==> config.mk <==
export PLATFORM = sky130hd
export DESIGN_NAME = fft_twiddle_gen
export DESIGN_NICKNAME = d
export VERILOG_FILES = /design/src/rtl/fft_twiddle_gen.sv
export SDC_FILE = /design/constraint.sdc
export NUM_CORES = 1
export LEC_CHECK = 0
export CAP_MARGIN = 20
export CORE_AREA = 2 2 144 146
export CTS_CLUSTER_DIAMETER = 120
export DETAILED_ROUTE_END_ITERATION = 12
export DIE_AREA = 0 0 146 148
export SETUP_SLACK_MARGIN = 0.4
export SKIP_CTS_REPAIR_TIMING = 1
export SYNTH_ARGS = -nofsm -noshare
export SYNTH_HDL_FRONTEND = slang
export SYNTH_SLANG_ARGS = --single-unit
export TNS_END_PERCENT = 1
==> constraint.sdc <==
create_clock -name clk -period 5.3 [get_ports clk]
set_input_delay 0.795 -clock clk [delete_from_list [all_inputs] [get_ports clk]]
set_output_delay 0.795 -clock clk [all_outputs]
set_load 0.1 [all_outputs]
==> src/rtl/fft_twiddle_gen.sv <==
// Radix-2 FFT twiddle generator: quarter-wave cosine table, 3-stage valid/ready
// pipeline, optional conjugate output and a per-stage burst sequencer.
module fft_twiddle_gen #(
  parameter  int N           = 256,
  parameter  int COEFF_WIDTH = 16,
  parameter  int COEFF_FRAC  = 14,
  localparam int LOG2N       = $clog2(N),
  localparam int SW          = $clog2(LOG2N),
  localparam int KW          = LOG2N - 1
) (
  input  logic                          clk,
  input  logic                          rst,
  input  logic                          req_valid,
  output logic                          req_ready,
  input  logic [SW-1:0]                 req_stage,
  input  logic [KW-1:0]                 req_idx,
  input  logic                          inv,
  input  logic                          seq_start,
  input  logic [SW-1:0]                 seq_stage,
  output logic                          seq_busy,
  output logic                          tw_valid,
  input  logic                          tw_ready,
  output logic signed [COEFF_WIDTH-1:0] tw_re,
  output logic signed [COEFF_WIDTH-1:0] tw_im,
  output logic                          tw_last
);

  localparam int QTR = N / 4;

  if (COEFF_FRAC > COEFF_WIDTH - 2) begin : g_bad_frac
    $error("fft_twiddle_gen: COEFF_FRAC must be <= COEFF_WIDTH-2");
  end

  // Elaboration-time cosine via Taylor series, rounded half away from zero
  // (argument never exceeds pi/2, so the result is non-negative).
  function automatic int cos_q(int i);
    real x, term, sum, scale;
    x    = 2.0 * 3.14159265358979323846 * real'(i) / real'(N);
    term = 1.0;
    sum  = 1.0;
    for (int n = 1; n <= 24; n++) begin
      term = -term * x * x / real'((2 * n - 1) * (2 * n));
      sum  = sum + term;
    end
    scale = 1.0;
    for (int b = 0; b < COEFF_FRAC; b++) scale = scale * 2.0;
    return $rtoi(sum * scale + 0.5);
  endfunction

  function automatic logic [SW-1:0] clamp_stage(logic [SW-1:0] s);
    return (int'(s) >= LOG2N) ? SW'(LOG2N - 1) : s;
  endfunction

  function automatic logic [KW-1:0] stage_mask(logic [SW-1:0] s);
    return KW'((32'd1 << s) - 32'd1);
  endfunction

  // NOTE: the table is pure constants feeding combinational reads, so it needs no reset.
  logic [COEFF_WIDTH-1:0] cos_tab [QTR+1];
  for (genvar g = 0; g <= QTR; g++) begin : g_tab
    assign cos_tab[g] = COEFF_WIDTH'(cos_q(g));
  end

  typedef enum logic {IDLE, RUN} seq_state_t;

  typedef struct packed {
    logic          valid;
    logic [KW-1:0] re_addr;
    logic [KW-1:0] im_addr;
    logic          re_neg;
    logic          im_neg;
    logic          last;
  } p1_t;

  typedef struct packed {
    logic                   valid;
    logic [COEFF_WIDTH-1:0] re_mag;
    logic [COEFF_WIDTH-1:0] im_mag;
    logic                   re_neg;
    logic                   im_neg;
    logic                   last;
  } p2_t;

  seq_state_t    state, state_d;
  logic [SW-1:0] run_stage, run_stage_d;
  logic [KW-1:0] run_j, run_j_d;
  logic          run_inv, run_inv_d;
  logic          en;
  logic          src_valid, src_inv, src_last;
  logic [SW-1:0] src_stage;
  logic [KW-1:0] src_idx, k;
  p1_t           p1, p1_d;
  p2_t           p2;

  assign en        = !tw_valid || tw_ready;
  assign seq_busy  = (state == RUN);
  assign req_ready = en && !seq_busy && !seq_start;

  // NOTE: every always_comb output gets a default first so no latch is inferred.
  always_comb begin
    state_d     = state;
    run_stage_d = run_stage;
    run_j_d     = run_j;
    run_inv_d   = run_inv;
    case (state)
      IDLE: if (seq_start) begin
        state_d     = RUN;
        run_stage_d = clamp_stage(seq_stage);
        run_inv_d   = inv;
        run_j_d     = '0;
      end
      RUN: if (en) begin
        run_j_d = run_j + KW'(1);
        if (run_j == stage_mask(run_stage)) state_d = IDLE;
      end
      default: state_d = IDLE;
    endcase
  end

  // NOTE: sequential state uses non-blocking assignments so all registers update together.
  always_ff @(posedge clk or posedge rst) begin
    if (rst) begin
      state     <= IDLE;
      run_stage <= '0;
      run_j     <= '0;
      run_inv   <= 1'b0;
    end else begin
      state     <= state_d;
      run_stage <= run_stage_d;
      run_j     <= run_j_d;
      run_inv   <= run_inv_d;
    end
  end

  // The sequencer owns P1 while running; otherwise an accepted request does.
  always_comb begin
    src_valid = req_valid && req_ready;
    src_stage = clamp_stage(req_stage);
    src_idx   = req_idx;
    src_inv   = inv;
    src_last  = 1'b0;
    if (state == RUN) begin
      src_valid = 1'b1;
      src_stage = run_stage;
      src_idx   = run_j;
      src_inv   = run_inv;
      src_last  = (run_j == stage_mask(run_stage));
    end
  end

  always_comb begin
    k           = (src_idx & stage_mask(src_stage)) << (SW'(LOG2N - 1) - src_stage);
    p1_d        = '0;
    p1_d.valid  = src_valid;
    p1_d.im_neg = !src_inv;
    p1_d.last   = src_last;
    if (k <= KW'(QTR)) begin
      p1_d.re_addr = k;
      p1_d.im_addr = KW'(QTR) - k;
    end else begin
      p1_d.re_addr = KW'(N / 2 - int'(k));
      p1_d.im_addr = k - KW'(QTR);
      p1_d.re_neg  = 1'b1;
    end
  end

  always_ff @(posedge clk or posedge rst) begin
    if (rst) begin
      p1       <= '0;
      p2       <= '0;
      tw_valid <= 1'b0;
      tw_re    <= '0;
      tw_im    <= '0;
      tw_last  <= 1'b0;
    end else if (en) begin
      p1        <= p1_d;
      p2.valid  <= p1.valid;
      p2.re_mag <= cos_tab[p1.re_addr];
      p2.im_mag <= cos_tab[p1.im_addr];
      p2.re_neg <= p1.re_neg;
      p2.im_neg <= p1.im_neg;
      p2.last   <= p1.last;
      tw_valid  <= p2.valid;
      tw_re     <= p2.re_neg ? -$signed(p2.re_mag) : $signed(p2.re_mag);
      tw_im     <= p2.im_neg ? -$signed(p2.im_mag) : $signed(p2.im_mag);
      tw_last   <= p2.last;
    end
  end

endmodule

# Yosys cells after proc, flatten, opt, wreduce, memory -nomap -nowiden
# Memories as Yosys holds them, arrays and structs flattened. A register that Yosys moved wholly into a read port is not among the register bits.
# Cells that the tools add are included.
[op_classes]
addsub = 9
order_cmp = 1
n_eq_ne = 3
shift = 3
muxes = 16
bitwise_logic = 4
n_reduce_logical = 10
[ops]
columns = ["cell", "n"]
rows = [
  ["$mux W16", 2],
  ["$neg A16 Y16", 2],
  ["$mux W7", 3],
  ["$not A7 Y8", 2],
  ["$mux W14", 1],
  ["$pmux W7 S2", 1],
  ["$shl A1 B3 Y7 const A", 2],
  ["$sub A7 B1 Y7 const B", 2],
  ["$add A7 B1 Y7 const B", 1],
  ["$and A7 B7 Y7", 1],
  ["$eq A7 B7 Y1", 1],
  ["$le A7 B7 Y1 const B", 1],
  ["$mux W1", 7],
  ["$shl A7 B3 Y7", 1],
  ["$sub A1 B7 Y7 const A", 1],
  ["$sub A7 B7 Y7 const A", 1],
  ["$sub A7 B7 Y7 const B", 1],
  ["$logic_not A1 Y1", 4],
  ["$reduce_and A2 Y1", 2],
  ["$logic_and A1 B1 Y1", 3],
  ["$mux W3", 1],
  ["$sub A3 B3 Y3 const A", 1],
  ["$ne A2 B1 Y1 const B", 1],
  ["$ne A2 B2 Y1 const B", 1],
  ["3 further kinds", 3],
]
[totals]
register_bits = 68
mem_bits_ro = 4096
word_cells = 66
n_memories = 2
[memory_table]
columns = ["memory", "depth", "width", "rd", "rd_clocked_by_memory_dff", "write_ports", "line", "rtl"]
rows = [
  ["(name not given)", 128, 16, 1, 1, 0, "179", "p2.im_mag <= cos_tab[p1.im_addr];"],
  ["(name not given)", 128, 16, 1, 1, 0, "178", "p2.re_mag <= cos_tab[p1.re_addr];"],
]

# Depth between registers and ports, before layout
# Gate-level depths: netlist of run 1.
[logic_depth]
depth_word = 7
ltp_mapped = 12

# Worst setup path after synthesis of run 1
# No wires, ideal clock.
[synth_path]
kind = "register -> output"
startpoint = "register tw_valid"
endpoint = "output port req_ready"
arrival_ns = 3.667
required_time_ns = 4.505
setup_slack_ns = 0.838
path_stages_with_launch = 6
n_path_buf = 3
path_cell_list = "dfrtp_1 nor2b_1 clkbuf_1 clkbuf_1 buf_1 nor3_1"
[synth_via]
elab_chain_cells = 4
[synth_rtl]
columns = ["item", "line", "rtl"]
rows = [
  ["start: declaration", "21", "output logic tw_valid,"],
  ["start signal: assignment", "183", "tw_valid <= p2.valid;"],
  ["$logic_not A1 Y1", "95", "assign en = !tw_valid || tw_ready;"],
  ["$logic_or A1 B1 Y1", "95", ""],
  ["$logic_and A1 B1 Y1 (2 in a row)", "97", "assign req_ready = en && !seq_busy && !seq_start;"],
  ["end: declaration", "14", "output logic req_ready,"],
]
# Every way passes these cells.

# Worst setup path after layout of run 1
[layout_path]
startpoint = "input port tw_ready"
endpoint = "output port req_ready"
[layout_via]
elab_chain_cells = 3
[layout_rtl]
columns = ["item", "line", "rtl"]
rows = [
  ["start: declaration", "22", "input logic tw_ready,"],
  ["$logic_or A1 B1 Y1", "95", ""],
  ["$logic_and A1 B1 Y1 (2 in a row)", "97", ""],
]
# Every way passes these cells.

==> flow_metrics.py, run 1 <==
metrics = {
    "grt": {
        "use_met3": 0.0253,
        "grt.busiest_layer": "met2",
        "track_usage": 0.197,
        "grt_pass1_vias": 6865,
        "grtUsageMet2": 0.330,
        "grt_max_degree": 99,
        "grt_pass1_wl_microns": 35100,
        "grt_use_met1": 0.261,
        "grt_remaining_overflow": 0,
        "antenna_found_initial": 0,
    },
    "synth": {
        "ys_warn_count": 0,
        "syn_nets": 1064,
        "synth_edf_count": 0,
        "synth.ff_latch_count": 97,
        "netlist_top_cells_area": "dfrtp_1 (31%), o21ai_0 (7.9%), nand2_1 (7.5%), ha_1 (4.6%), a21oi_1 (4.4%)",
        "synthArstFlopShare": 1.00,
        "yosysSeqAreaShare": 0.308,
        "synth_cell_types": 74,
        "netlist.area_leader.share": 0.308,
        "synthCells": 1016,
        "synth_largest_area_cell": "dfrtp_1",
        "synth.cell_area_sq_um": 7880,
        "synth.avg_cell_area_sq_um": 7.76,
        "ys.flop_type": "dfrtp_1",
    },
    "clocking": {
        "cts_tree": "yes",
        "worstSkewPairLatency_ps": 340,
        "root_buffer": "clkbuf_16",
        "clockBufferDepth": 2,
        "clk_pin_slew_ps": 60,
        "clock_sinks": 97,
        "cts_buffers": 9,
        "htreeDepth": 3,
    },
    "detailed_routing": {
        "dr_total_vias": 7322,
        "antenna_left": 0,
        "finalWirelength_microns": 21100,
        "drc": 0,
        "first_iter_violations": 448,
        "wire_per_inst_microns": 16.6,
        "avgViaCountPerCell": 5.76,
        "dr.pass1.iters": 5,
    },
    "critical_path": {
        "worstSetupStartpointType": "input pin",
        "critical_path_class": "input pin to primary output",
        "crit_fanout": 32,
        "end_kind": "primary output",
        "cp.arrival_ps": 2910,
        "crit_required_ps": 4510,
    },
    "die": {
        "initial_core_util": 0.393,
        "die_x_microns": 146,
        "die_area_sq_um": 21600,
        "ios": 55,
        "placementRows": 52,
        "coreArea_sq_um": 20000,
        "die_h_microns": 148,
    },
    "job": {
        "cap_violations": 0,
    },
    "cells_and_area": {
        "drive_gt1_frac": 0.0589,
        "num-nets-final": 1044,
        "antenna_cells": 0,
        "syn_to_final_growth_pct": 11.1,
        "fill_cells": 2103,
    },
    "sta": {
        "setup_violations": 0,
        "fmax_mhz": 270,
        "rsz0062_at_grt": "no",
        "max_slew.worst_pin.slew_ps": 1000,
        "relSlewSlack": 0.328,
        "fin_worst_skew_ps": 7.09,
        "fin_crit_sh": 0.698,
        "hold_viol": 0,
        "whs_ps": 467,
        "slew_viol_final": 0,
        "period_needed_ps": 3700,
        "fin_setup_tns_ps": 0,
    },
    "place": {
        "dp_hpwl_microns": 14600,
        "place.gp.congestion": 0.907,
        "portBuffers": 54,
    },
    "run_status": {
        "status": "finished, final reports clean",
    },
    "min_path": {
        "hp-class": "flop to flop",
    },
}
## synth_stat cells, drive strengths merged (7+ instances only)
| master | number |
|---|---|
| nand2b | 24 |
| mux2 | 7 |
| mux2i | 22 |
| o41ai | 8 |
| buf | 33 |
| a22o | 10 |
| xor2 | 30 |
| nor2 | 71 |
| o21ai | 130 |
| a21oi | 70 |
| o211ai | 18 |
| ha | 29 |
| a211oi | 15 |
| nand3 | 24 |
| xnor2 | 8 |
| clkbuf | 64 |
| o311ai | 9 |
| nor2b | 14 |
| nand2 | 157 |
| inv | 20 |
| a31oi | 19 |
| or3 | 9 |
| a21o | 7 |
| dfrtp | 97 |
| o31ai | 19 |
| nor3 | 24 |
## cell families after synthesis
logic type,count (synthesis),synth area share
multiplexers,33,0.0514
XOR/XNOR,38,0.0422
adder cells (fa/ha/maj),29,0.0460
AO/OA/AOI/OAI,355,0.292
buffers and inverters,119,0.0619
flip-flops,97,0.308
AND/OR/NAND/NOR,345,0.198
## state kept, by name, summed over array words and instances (netlist names)
signal and flops:
tw_im 16, run_j 7, p2 34, tw_last 1, tw_valid 1, tw_re 16, run_inv 1, seq_busy 1
p1 17, run_stage 3
## cells in the final DEF (no fill, tap or decap), drive strengths merged, types with 18 or more instances in the layout
master,instances
clkdlybuf4s50,54
mux2i,22
nand2b,24
o211ai,18
a21oi,70
nor2,71
ha,29
dfrtp,97
xor2,30
nand2,157
a31oi,19
o31ai,19
nand3,24
inv,23
nor3,24
o21ai,130
## metal layers
layer  share of wire  up-vias
met3           0.054       37
met2            0.49      227
met1            0.43     3426
met4           0.027        0
li1                -     3632
met5               0        -
## metrics by stage
| stage | cell area [sq um] | utilization | worst slack (ps) | std cells |
|---|---|---|---|---|
| after floorplan | 7880 | - | 838 | 1016 |
| after global placement | 8460 | 0.422 | 1580 | 1255 |
| after detailed placement | 8460 | 0.422 | 1590 | 1255 |
| after CTS | 8760 | 0.437 | 1590 | 1271 |
| after global routing | 8760 | 0.437 | 1540 | 1271 |
| final | 8760 | 0.437 | 1600 | 1271 |
## worst max-delay path, cell delays in order
cell             delay [ps]
clkdlybuf4s50_1         510
nor2b_4                  50
buf_4                   230
nor3_1                  160
clkdlybuf4s50_1        1160
## worst paths after layout
kind	startpoint	cells after the start	to	slack [ps]
worst min-delay path	tw_last$_DFFE_PP0N_	2	tw_last$_DFFE_PP0N_	470
min in group asynchronous	rst	2	tw_re[2]$_DFFE_PP0N_	910
worst max register to register	p1[11]$_DFFE_PP0N_	8	p2[24]$_DFFE_PP0N_	2120
max in group asynchronous	rst	3	p2[8]$_DFFE_PP0N_	3410
worst min register to register	tw_last$_DFFE_PP0N_	2	tw_last$_DFFE_PP0N_	470
worst max-delay path	tw_ready	5	req_ready	1600
## layout make-up
type / instances / area, sq um / share of cell area
Clock inverter: 5 / 45.0 / 0.00514
Sequential cell: 97 / 2430 / 0.278
Timing Repair Buffer: 66 / 631 / 0.0720
Multi-Input combinational cell: 800 / 4970 / 0.568
Clock buffer: 11 / 253 / 0.0289
Tap cell: 270 / 338 / 0.0386
Inverter: 22 / 85.1 / 0.00972
Power of run 1 is left out: the tool's default activity adds up to more than one toggle a clock period on the data nets, which glitch-free logic cannot reach.
==> inputs of run 2 (changes only) <==
==> constraint.sdc (replaced) <==
create_clock -name clk -period 3.4 [get_ports clk]
set_input_delay 0.51 -clock clk [delete_from_list [all_inputs] [get_ports clk]]
set_output_delay 0.51 -clock clk [all_outputs]
set_load 0.1 [all_outputs]
==> flow_metrics.py, run 2 (same netlist as run 1, synthesis figures left out) <==
metrics = {
    "die": {
        "coreArea_sq_um": 20000,
        "die_area_sq_um": 21600,
        "initial_core_util": 0.393,
        "die_x_microns": 146,
        "placementRows": 52,
        "ios": 55,
        "die_h_microns": 148,
    },
    "sta": {
        "hold_viol": 0,
        "fin_worst_skew_ps": 10.7,
        "rsz0062_at_grt": "no",
        "fin_crit_sh": 0.810,
        "whs_ps": 459,
        "slew_viol_final": 0,
        "fin_setup_tns_ps": 0,
        "max_slew.worst_pin.slew_ps": 982,
        "relSlewSlack": 0.343,
        "fmax_mhz": 363,
        "period_needed_ps": 2750,
        "setup_violations": 0,
    },
    "place": {
        "post_dp_cell_area_sq_um": 8600,
        "place.gp.congestion": 0.902,
        "dp_hpwl_microns": 15200,
        "portBuffers": 54,
    },
    "critical_path": {
        "crit_required_ps": 3660,
        "crit_fanout": 10,
        "worstSetupStartpointType": "input pin",
        "critical_path_class": "input pin to flop",
        "cp.arrival_ps": 3020,
        "end_kind": "flop",
    },
    "detailed_routing": {
        "antenna_left": 0,
        "dr.pass1.iters": 7,
        "finalWirelength_microns": 21200,
        "wire_per_inst_microns": 16.5,
        "drc": 0,
        "avgViaCountPerCell": 5.77,
        "first_iter_violations": 475,
        "dr_total_vias": 7425,
    },
    "clocking": {
        "clk_pin_slew_ps": 70,
        "htreeDepth": 3,
        "root_buffer": "clkbuf_16",
        "worstSkewPairLatency_ps": 350,
        "clock_sinks": 97,
        "clockBufferDepth": 2,
        "cts_buffers": 9,
        "cts_tree": "yes",
    },
    "cells_and_area": {
        "largest_reg_flops": 34,
        "finalInstanceArea_sq_um": 8910,
        "drive_gt1_frac": 0.0768,
        "most-common-layout-cells": "nand2_1 (157), o21ai_0 (124), dfrtp_1 (94)",
        "syn_to_final_growth_pct": 13.1,
        "largest-register": "p2",
        "fill_cells": 2045,
        "top_regs": "p2 (34), p1 (17)",
        "num-nets-final": 1059,
        "antenna_cells": 0,
        "mostFrequentLayoutCell": "nand2_1",
    },
    "grt": {
        "grt_pass1_vias": 6810,
        "grt_max_degree": 97,
        "grt_pass1_wl_microns": 35600,
        "antenna_found_initial": 0,
        "grt_remaining_overflow": 0,
        "track_usage": 0.198,
    },
    "run_status": {
        "status": "finished, final reports clean",
    },
    "min_path": {
        "hp-class": "flop to flop",
    },
    "job": {
        "cap_violations": 0,
    },
}
[run 2: stage by stage]
step	setup slack, ps	utilization	instances
6_report	646	0.445	1286
2_1_floorplan	356	-	1016
4_1_cts	637	0.445	1286
5_1_grt	427	0.445	1286
3_5_place_dp	290	0.429	1270
3_3_place_gp	337	0.429	1270
[run 2: layout make-up]
type | count | area [sq um] | share of cell area
timing repair buffer | 81 | 763 | 0.0856
inverter | 22 | 85.1 | 0.00955
multi-input combinational | 800 | 4990 | 0.559
sequential | 97 | 2430 | 0.273
clock buffer | 9 | 225 | 0.0253
clock inverter | 7 | 85.1 | 0.00955
tap | 270 | 338 | 0.0379
[run 2: worst paths after layout]
path	start	endpoint	slack, ps	cells past startpoint
worst max-delay path	req_stage[0]	p1[15]$_DFFE_PP0N_	650	10
worst min-delay path	p2[35]$_DFFE_PP0N_	tw_valid$_DFFE_PP0N_	460	1
worst max register to register	seq_busy$_DFF_PP0_	p1[15]$_DFFE_PP0N_	710	8
worst min register to register	p2[35]$_DFFE_PP0N_	tw_valid$_DFFE_PP0N_	460	1
max in group asynchronous	rst	run_stage[0]$_DFFE_PP0P_	2080	3
min in group asynchronous	rst	tw_re[6]$_DFFE_PP0N_	640	2
[run 2: per-layer routing]
layer	wire length, microns	vias up	part of all wire	global-route usage
met1	9430	3496	0.44	0.275
met4	398	0	0.019	0.0490
met5	0	-	0	0
met3	1350	30	0.064	0.0299
met2	10100	234	0.47	0.325
li1	-	3665	-	-
[run 2: critical path: stages]
cell,delay (ps)
clkdlybuf4s50_1,740
mux2i_1,160
mux2i_2,340
and2_1,230
inv_1,50
ha_1,210
o211ai_2,120
o31ai_4,130
or3_1,370
a31oi_1,150
Power of run 2 is left out for the same reason.
